**src/rtl/miriscv_mem_arbiter.sv**
```systemverilog
// rtl/miriscv_mem_arbiter.sv - fetch/LSU arbiter for a single-port memory
// One transaction outstanding at a time, with a watchdog that aborts a stuck transaction.
module miriscv_mem_arbiter #(
   parameter int         XLEN    = 32,
   parameter logic       ARB_RR  = 1'b1,
   parameter int         TIMEOUT = 255,
   parameter int         CNT_W   = 8
) (
   input  logic              clk_i,
   input  logic              arstn_i,
   input  logic              instr_req_i,
   input  logic [XLEN-1:0]   instr_addr_i,
   output logic              instr_rvalid_o,
   output logic [XLEN-1:0]   instr_rdata_o,
   input  logic              data_req_i,
   input  logic              data_we_i,
   input  logic [XLEN/8-1:0] data_be_i,
   input  logic [XLEN-1:0]   data_addr_i,
   input  logic [XLEN-1:0]   data_wdata_i,
   output logic              data_rvalid_o,
   output logic [XLEN-1:0]   data_rdata_o,
   output logic              mem_req_o,
   output logic              mem_we_o,
   output logic [XLEN/8-1:0] mem_be_o,
   output logic [XLEN-1:0]   mem_addr_o,
   output logic [XLEN-1:0]   mem_wdata_o,
   input  logic              mem_rvalid_i,
   input  logic [XLEN-1:0]   mem_rdata_i,
   output logic              busy_o,
   output logic              bus_err_o
);

   typedef enum logic {S_IDLE = 1'b0, S_BUSY = 1'b1} state_t;

   localparam logic             LP_WDOG_EN = (TIMEOUT != 0);
   localparam logic [CNT_W-1:0] LP_TMO_M1  = CNT_W'(TIMEOUT - 1);

   state_t           r_state;
   state_t           w_next_state;
   logic             r_owner;
   logic             r_last_owner;
   logic [CNT_W-1:0] r_wdog;

   logic w_any_req;
   logic w_grant_data;
   logic w_busy;
   logic w_timeout;
   logic w_end;

   assign w_any_req = instr_req_i | data_req_i;
   assign w_busy    = (r_state == S_BUSY);

   // On a tie, round-robin hands the grant to whoever did not own the last transaction.
   always_comb begin
      w_grant_data = 1'b0;
      if (data_req_i && !instr_req_i)
         w_grant_data = 1'b1;
      else if (data_req_i && instr_req_i)
         w_grant_data = ARB_RR ? ~r_last_owner : 1'b1;
   end

   // A real completion in the timeout cycle takes precedence over the abort.
   assign w_timeout = LP_WDOG_EN && w_busy && !mem_rvalid_i && (r_wdog == LP_TMO_M1);
   assign w_end     = w_busy && (mem_rvalid_i || w_timeout);

   always_ff @(posedge clk_i) begin
      if (!arstn_i) begin
         r_state      <= S_IDLE;
         r_owner      <= 1'b0;
         r_last_owner <= 1'b1;
         r_wdog       <= '0;
      end else begin
         r_state <= w_next_state;
         if (!w_busy) begin
            if (w_any_req) begin
               r_owner <= w_grant_data;
               r_wdog  <= '0;
            end
         end else begin
            if (w_end)
               r_last_owner <= r_owner;
            if (!mem_rvalid_i && (r_wdog != {CNT_W{1'b1}}))
               r_wdog <= r_wdog + CNT_W'(1);
         end
      end
   end

   always_comb begin
      w_next_state = r_state;
      case (r_state)
         S_IDLE:  if (w_any_req) w_next_state = S_BUSY;
         S_BUSY:  if (w_end)     w_next_state = S_IDLE;
         default:                w_next_state = S_IDLE;
      endcase
   end

   // Everything is held at zero while arstn_i is low, even before the reset edge lands.
   always_comb begin
      instr_rvalid_o = 1'b0;
      instr_rdata_o  = '0;
      data_rvalid_o  = 1'b0;
      data_rdata_o   = '0;
      mem_req_o      = 1'b0;
      mem_we_o       = 1'b0;
      mem_be_o       = '0;
      mem_addr_o     = '0;
      mem_wdata_o    = '0;
      busy_o         = 1'b0;
      bus_err_o      = 1'b0;
      if (arstn_i && w_busy) begin
         busy_o    = 1'b1;
         mem_req_o = 1'b1;
         bus_err_o = w_timeout;
         if (r_owner) begin
            mem_we_o      = data_we_i;
            mem_be_o      = data_be_i;
            mem_addr_o    = data_addr_i;
            mem_wdata_o   = data_wdata_i;
            data_rvalid_o = w_end;
            data_rdata_o  = mem_rvalid_i ? mem_rdata_i : '0;
         end else begin
            mem_be_o       = '1;
            mem_addr_o     = instr_addr_i;
            instr_rvalid_o = w_end;
            instr_rdata_o  = mem_rvalid_i ? mem_rdata_i : '0;
         end
      end
   end

endmodule
```
**config.mk**
```make
export PLATFORM = sky130hd
export DESIGN_NAME = miriscv_mem_arbiter
export DESIGN_NICKNAME = d
export VERILOG_FILES = /design/src/rtl/miriscv_mem_arbiter.sv
export SDC_FILE = /design/constraint.sdc
export NUM_CORES = 1
export LEC_CHECK = 0
export CAP_MARGIN = 20
export CORE_AREA = 2 2 108 110
export CTS_CLUSTER_DIAMETER = 80
export DETAILED_ROUTE_END_ITERATION = 12
export DIE_AREA = 0 0 110 112
export PLACE_DENSITY_LB_ADDON = 0.05
export SYNTH_ARGS = -nofsm -noshare
export SYNTH_HDL_FRONTEND = slang
export SYNTH_SLANG_ARGS = --single-unit
```
**constraint.sdc**
```tcl
create_clock -name clk_i -period 2.4 [get_ports clk_i]
set_input_delay 0.24 -clock clk_i [delete_from_list [all_inputs] [get_ports clk_i]]
set_output_delay 0.24 -clock clk_i [all_outputs]
set_load 0.05 [all_outputs]
```
==> out/metrics.sh, run 1 <==
DR.FIRST_ITER.DRC_COUNT=98
HOLD_START='r_wdog[1]$_SDFFE_PN0P_'
P_INT_W=0.0008724
SYNTH_TOP_FAMILY_BY_AREA='simple AND/OR/NAND/NOR gates'
DRT_WL_TOTAL_UM=11200
PIN_COUNT=276
ASYNC_RESET_FF_SHARE_PCT=0
CTS.HTREE.LEVELS=1
STARTPOINT_TYPE='register'
SETUP_VIOL=0
POWER_LEAKAGE_nW=2.428
POST-ROUTE-DRC-COUNT=0
NETLIST_TOP_CELLS_AREA='sky130_fd_sc_hd__nor2_1 (20%), sky130_fd_sc_hd__mux2i_1 (19%), sky130_fd_sc_hd__dfxtp_1 (12%)'
GLOBALROUTEOVERFLOWTOTAL=0
SWITCHING_POWER_W=0.0004822
VDD_IR_DROP_MAX_mV=0.3791
CTS_HOLD_BUF=0
YOSYS-TOP-CELLS-COUNT='sky130_fd_sc_hd__nor2_1 (99), sky130_fd_sc_hd__nand2_1 (37), sky130_fd_sc_hd__mux2i_1 (36)'
SHARE_OF_SYNTHESIZED_CELL_AREA_IN_AND_OR_NAND_AND_NOR_GATES_PCT=49.97
CP_TOP_FAMILY='buffers and inverters'
SEQ_POWER_SHARE_PCT=15.2
POSTSYNTHAREAPERCELL_UM2=6.133
GRT_UTIL_ALL_LAYERS_PCT=17.51
VIAS_PER_CELL=4.192
NUM_VIAS=2972
POSTROUTEANTENNANETS=0
TRITONCTS='done'
SYNTH_COMPOUND_AREA_SHARE_PCT=8.094
SINK_COUNT_OF_THE_CLOCK_TREE=11
HOLD_DEPTH=2
POST_SYNTH_XOR_XNOR_AREA_PCT=0
CLOCK_LATENCY_NS=0.24
NUMBER_OF_CELLS_ON_THE_WORST_REG_TO_REG_PATH=5
POST_ROUTE_CELLS_DRIVE_ABOVE_1_SHARE_PCT=27.56
CLK_PIN_SLEW_WORST_PATHS_NS=0.04
FINAL_HOLD_VIOL_COUNT=0
CTS.REPAIR.RESIZED=0
GRT_START_MAX_NET_PINS=40
COMBINATIONALPOWERSHARE_PCT=62.0
CLK_PATH_BUF_DEPTH=2
POST_SYNTH_INSTANCE_AREA_MM2=0.001871
CTS_ROOT_BUFFER='sky130_fd_sc_hd__clkbuf_16'
ANTENNA_FOUND_INITIAL=0
DIE_AREA_MM2=0.01232
FINALNETCOUNT=707
MIN_TCLK_POST_ROUTE_NS=2.086
CLOCK_POWER_SHARE_PCT=22.9
UTILIZATION_PCT=55.46
MINIMUM_SETUP_SLACK_AMONG_REG_TO_REG_PATHS_NS=0.87
NUMCTSBUFFERS=3
AREA.GROWTH.SYNTH_TO_FINAL_PCT=231.3
WORST-SETUP-PATH-TYPE='reg2out'
CPMOSTUSEDCELL='sky130_fd_sc_hd__nand2_1'
POSTCTSSETUPREPAIRBUFS=0
CORE-AREA_MM2=0.01117
DRV_SLEW=0
POST-SYNTH-TOP-COUNT-CELL='sky130_fd_sc_hd__nor2_1'
SYN-NUM-NETS=445
FINALWEIGHTEDCONGESTION=0.7988
SYNTH_EDF_COUNT=0
WORST_MAX_SLEW_MARGIN_EXPRESSED_RELATIVE_TO_THE_LIMIT_PCT=66.33
FIRST_GLOBAL_VIAS=2941
TIMING.MAX_CAP.VIOLATIONS=0
WL_PER_CELL_UM=15.80
WIRE_LENGTH_OF_THE_FIRST_GLOBAL_ROUTING_PASS_UM=16420
SYNTH_ADDER_AREA_SHARE_PCT=1.338
START_UTIL_PCT=16.74
SWITCH_SHARE_PCT=35.60
FINAL_WORST_CLOCK_SKEW_NS=0.002338
CORE.ROWCOUNT=39
SYNTH_FF_TYPE='sky130_fd_sc_hd__dfxtp_1'
POWER.TOTAL_W=0.001355
CRITICAL_PATH.MAX_STAGE_DELAY_NS=0.54
CRITPATHSLOWESTCELL='sky130_fd_sc_hd__dfxtp_1'
NETLIST.AREA_LEADER.SHARE_PCT=19.87
HOLD_PATH.CLASS='reg2reg'
DETAIL_ROUTE.FIRST_PASS.ITERATIONS=4
TIMING_WORST_SLEW_PIN_VALUE_NS=0.5050
PORTBUFFERS=275
N_FILL_CELL=991
NUM_ANTENNA_CELLS=0
SYNTH.DISTINCT_CELLS=38
DETAILED_PLACE_HPWL_UM=9665
SYNTHDOMINANTAREACELLTYPE='sky130_fd_sc_hd__nor2_1'
SYNTH.FF_LATCH_COUNT=11
DIE_HEIGHT_UM=112
CP_MAX_FO=33
PERIOD_SHARE_PCT=86.91
TIMING.CRITICAL_PATH.CELLS='nand2_1 -> inv_1 -> nand2_1 -> buf_4 -> nor2_1 -> buf_12'
DIE_WIDTH_UM=110
SYNTHCELLS=305
ENDPOINT_KIND='output pin'
RSZ0062_AT_GRT='false'
R2R-START='r_state$_SDFF_PN0_'
CP_DATA_ARRIVAL_TIME_NS=1.85
MAX_CLOCK_FREQ_MHz=479.4
POST_ROUTE_SETUP_TNS_NS=0
R2R_END='r_last_owner$_SDFFE_PN1P_'
CELLPOWERDENSITY_mW_PER_MM2=218.6
PROPORTION_OF_SYNTHESIZED_CHIP_AREA_IN_SEQUENTIAL_CELLS_PCT=11.77
YOSYS_WARNINGS=0
RUN_STATUS='finished, final reports clean'
CP_DATA_REQUIRED_TIME_NS=2.16
WORSTPATHBUFFERINVERTERCOUNT=3
SYNTH.AREA.MUX_SHARE_PCT=19.26
HOLD_PATH_END='r_wdog[1]$_SDFFE_PN0P_'
-- power groups by stage --
| stage | Sequential, W | Combinational [W] | Clock (W) |
|---|---|---|---|
| after floorplan | 0.000194 | 0.000362 | 0 |
| after global placement | 0.000209 | 0.000842 | 0 |
| after detailed placement | 0.000209 | 0.000846 | 0 |
| after CTS | 0.000206 | 0.000848 | 0.000314 |
| after global routing | 0.000207 | 0.000883 | 0.000322 |
| final | 0.000205 | 0.000839 | 0.000310 |
-- metrics by stage --
stage | worst slack, ns | instances | hold slack, ns | instance area, µm²
floorplan | 0.3277 | 305 | 0.4079 | 1877
global placement | 0.4426 | 705 | 0.5134 | 6118
detailed placement | 0.4381 | 705 | 0.5341 | 6118
CTS | 0.3194 | 709 | 0.5425 | 6197
global route | 0.1806 | 709 | 0.5689 | 6197
finish | 0.3142 | 709 | 0.5451 | 6197
-- cell type report --
| type | instances | area, µm² | share of cell area [%] |
|---|---|---|---|
| Tap cell | 143 | 178.9 | 2.887 |
| Inverter | 7 | 26.28 | 0.4240 |
| Sequential cell | 11 | 221.5 | 3.574 |
| Clock buffer | 4 | 78.83 | 1.272 |
| Timing Repair Buffer | 284 | 4214 | 68.00 |
| Multi-Input combinational cell | 260 | 1478 | 23.84 |
-- registers in the layout, summed over array words and instances, names as in the netlist --
name,cells
r_state,1
r_wdog,8
r_last_owner,1
r_owner,1
-- routing by layer --
layer  GRT usage, %  part of all wire [%]
met1          16.66                    32
met2          35.34                    58
met3          5.796                   8.8
met4          3.122                   1.1
met5              0                     0
-- layout by cell type (no fill, tap or decap), drive strengths merged, types with 4 or more instances in the layout --
| cell | netlist | layout |
|---|---|---|
| clkbuf | 6 | 4 |
| nor2 | 99 | 99 |
| clkdlybuf4s50 | 0 | 137 |
| a21oi | 7 | 7 |
| nand2 | 37 | 37 |
| buf | 21 | 147 |
| mux2i | 36 | 36 |
| and2 | 34 | 34 |
| nand3b | 5 | 5 |
| dfxtp | 11 | 11 |
| inv | 7 | 7 |
| nand3 | 7 | 7 |
-- worst reg2reg max path: cells and delay by family (launching register included) --
family	cells	cell delay, ns
DFF	1	0.54
buffers and inverters	2	0.38
AOI/OAI and AO/OA	1	0.26
and+or+nand+nor	2	0.24
-- cell families after synthesis --
group / after synthesis
AOI/OAI and AO/OA: 21
adders and majority gates: 2
buffers and inverters: 34
DFF: 11
muxes: 36
and+or+nand+nor: 201
-- worst max-delay path by stage --
stage,slack [ns],endpoint,depth (start not counted),start
final,0.31,data_rdata_o[27],6,r_state$_SDFF_PN0_
after global routing,0.18,data_rdata_o[13],6,r_state$_SDFF_PN0_
after CTS,0.32,data_rvalid_o,6,r_state$_SDFF_PN0_
after detailed placement,0.44,mem_wdata_o[29],6,arstn_i
after global placement,0.44,mem_wdata_o[0],6,arstn_i
after floorplan,0.33,instr_rdata_o[10],6,r_state$_SDFF_PN0_
Power figures use the tool's default switching activity.
==> run 2, diff against run 1 <==
SKIP_CTS_REPAIR_TIMING = 1   (was unset)
SKIP_LAST_GASP = 1   (was unset)
==> results of run 2 <==
Final layout, timing and power as in run 1 (identical DEF).
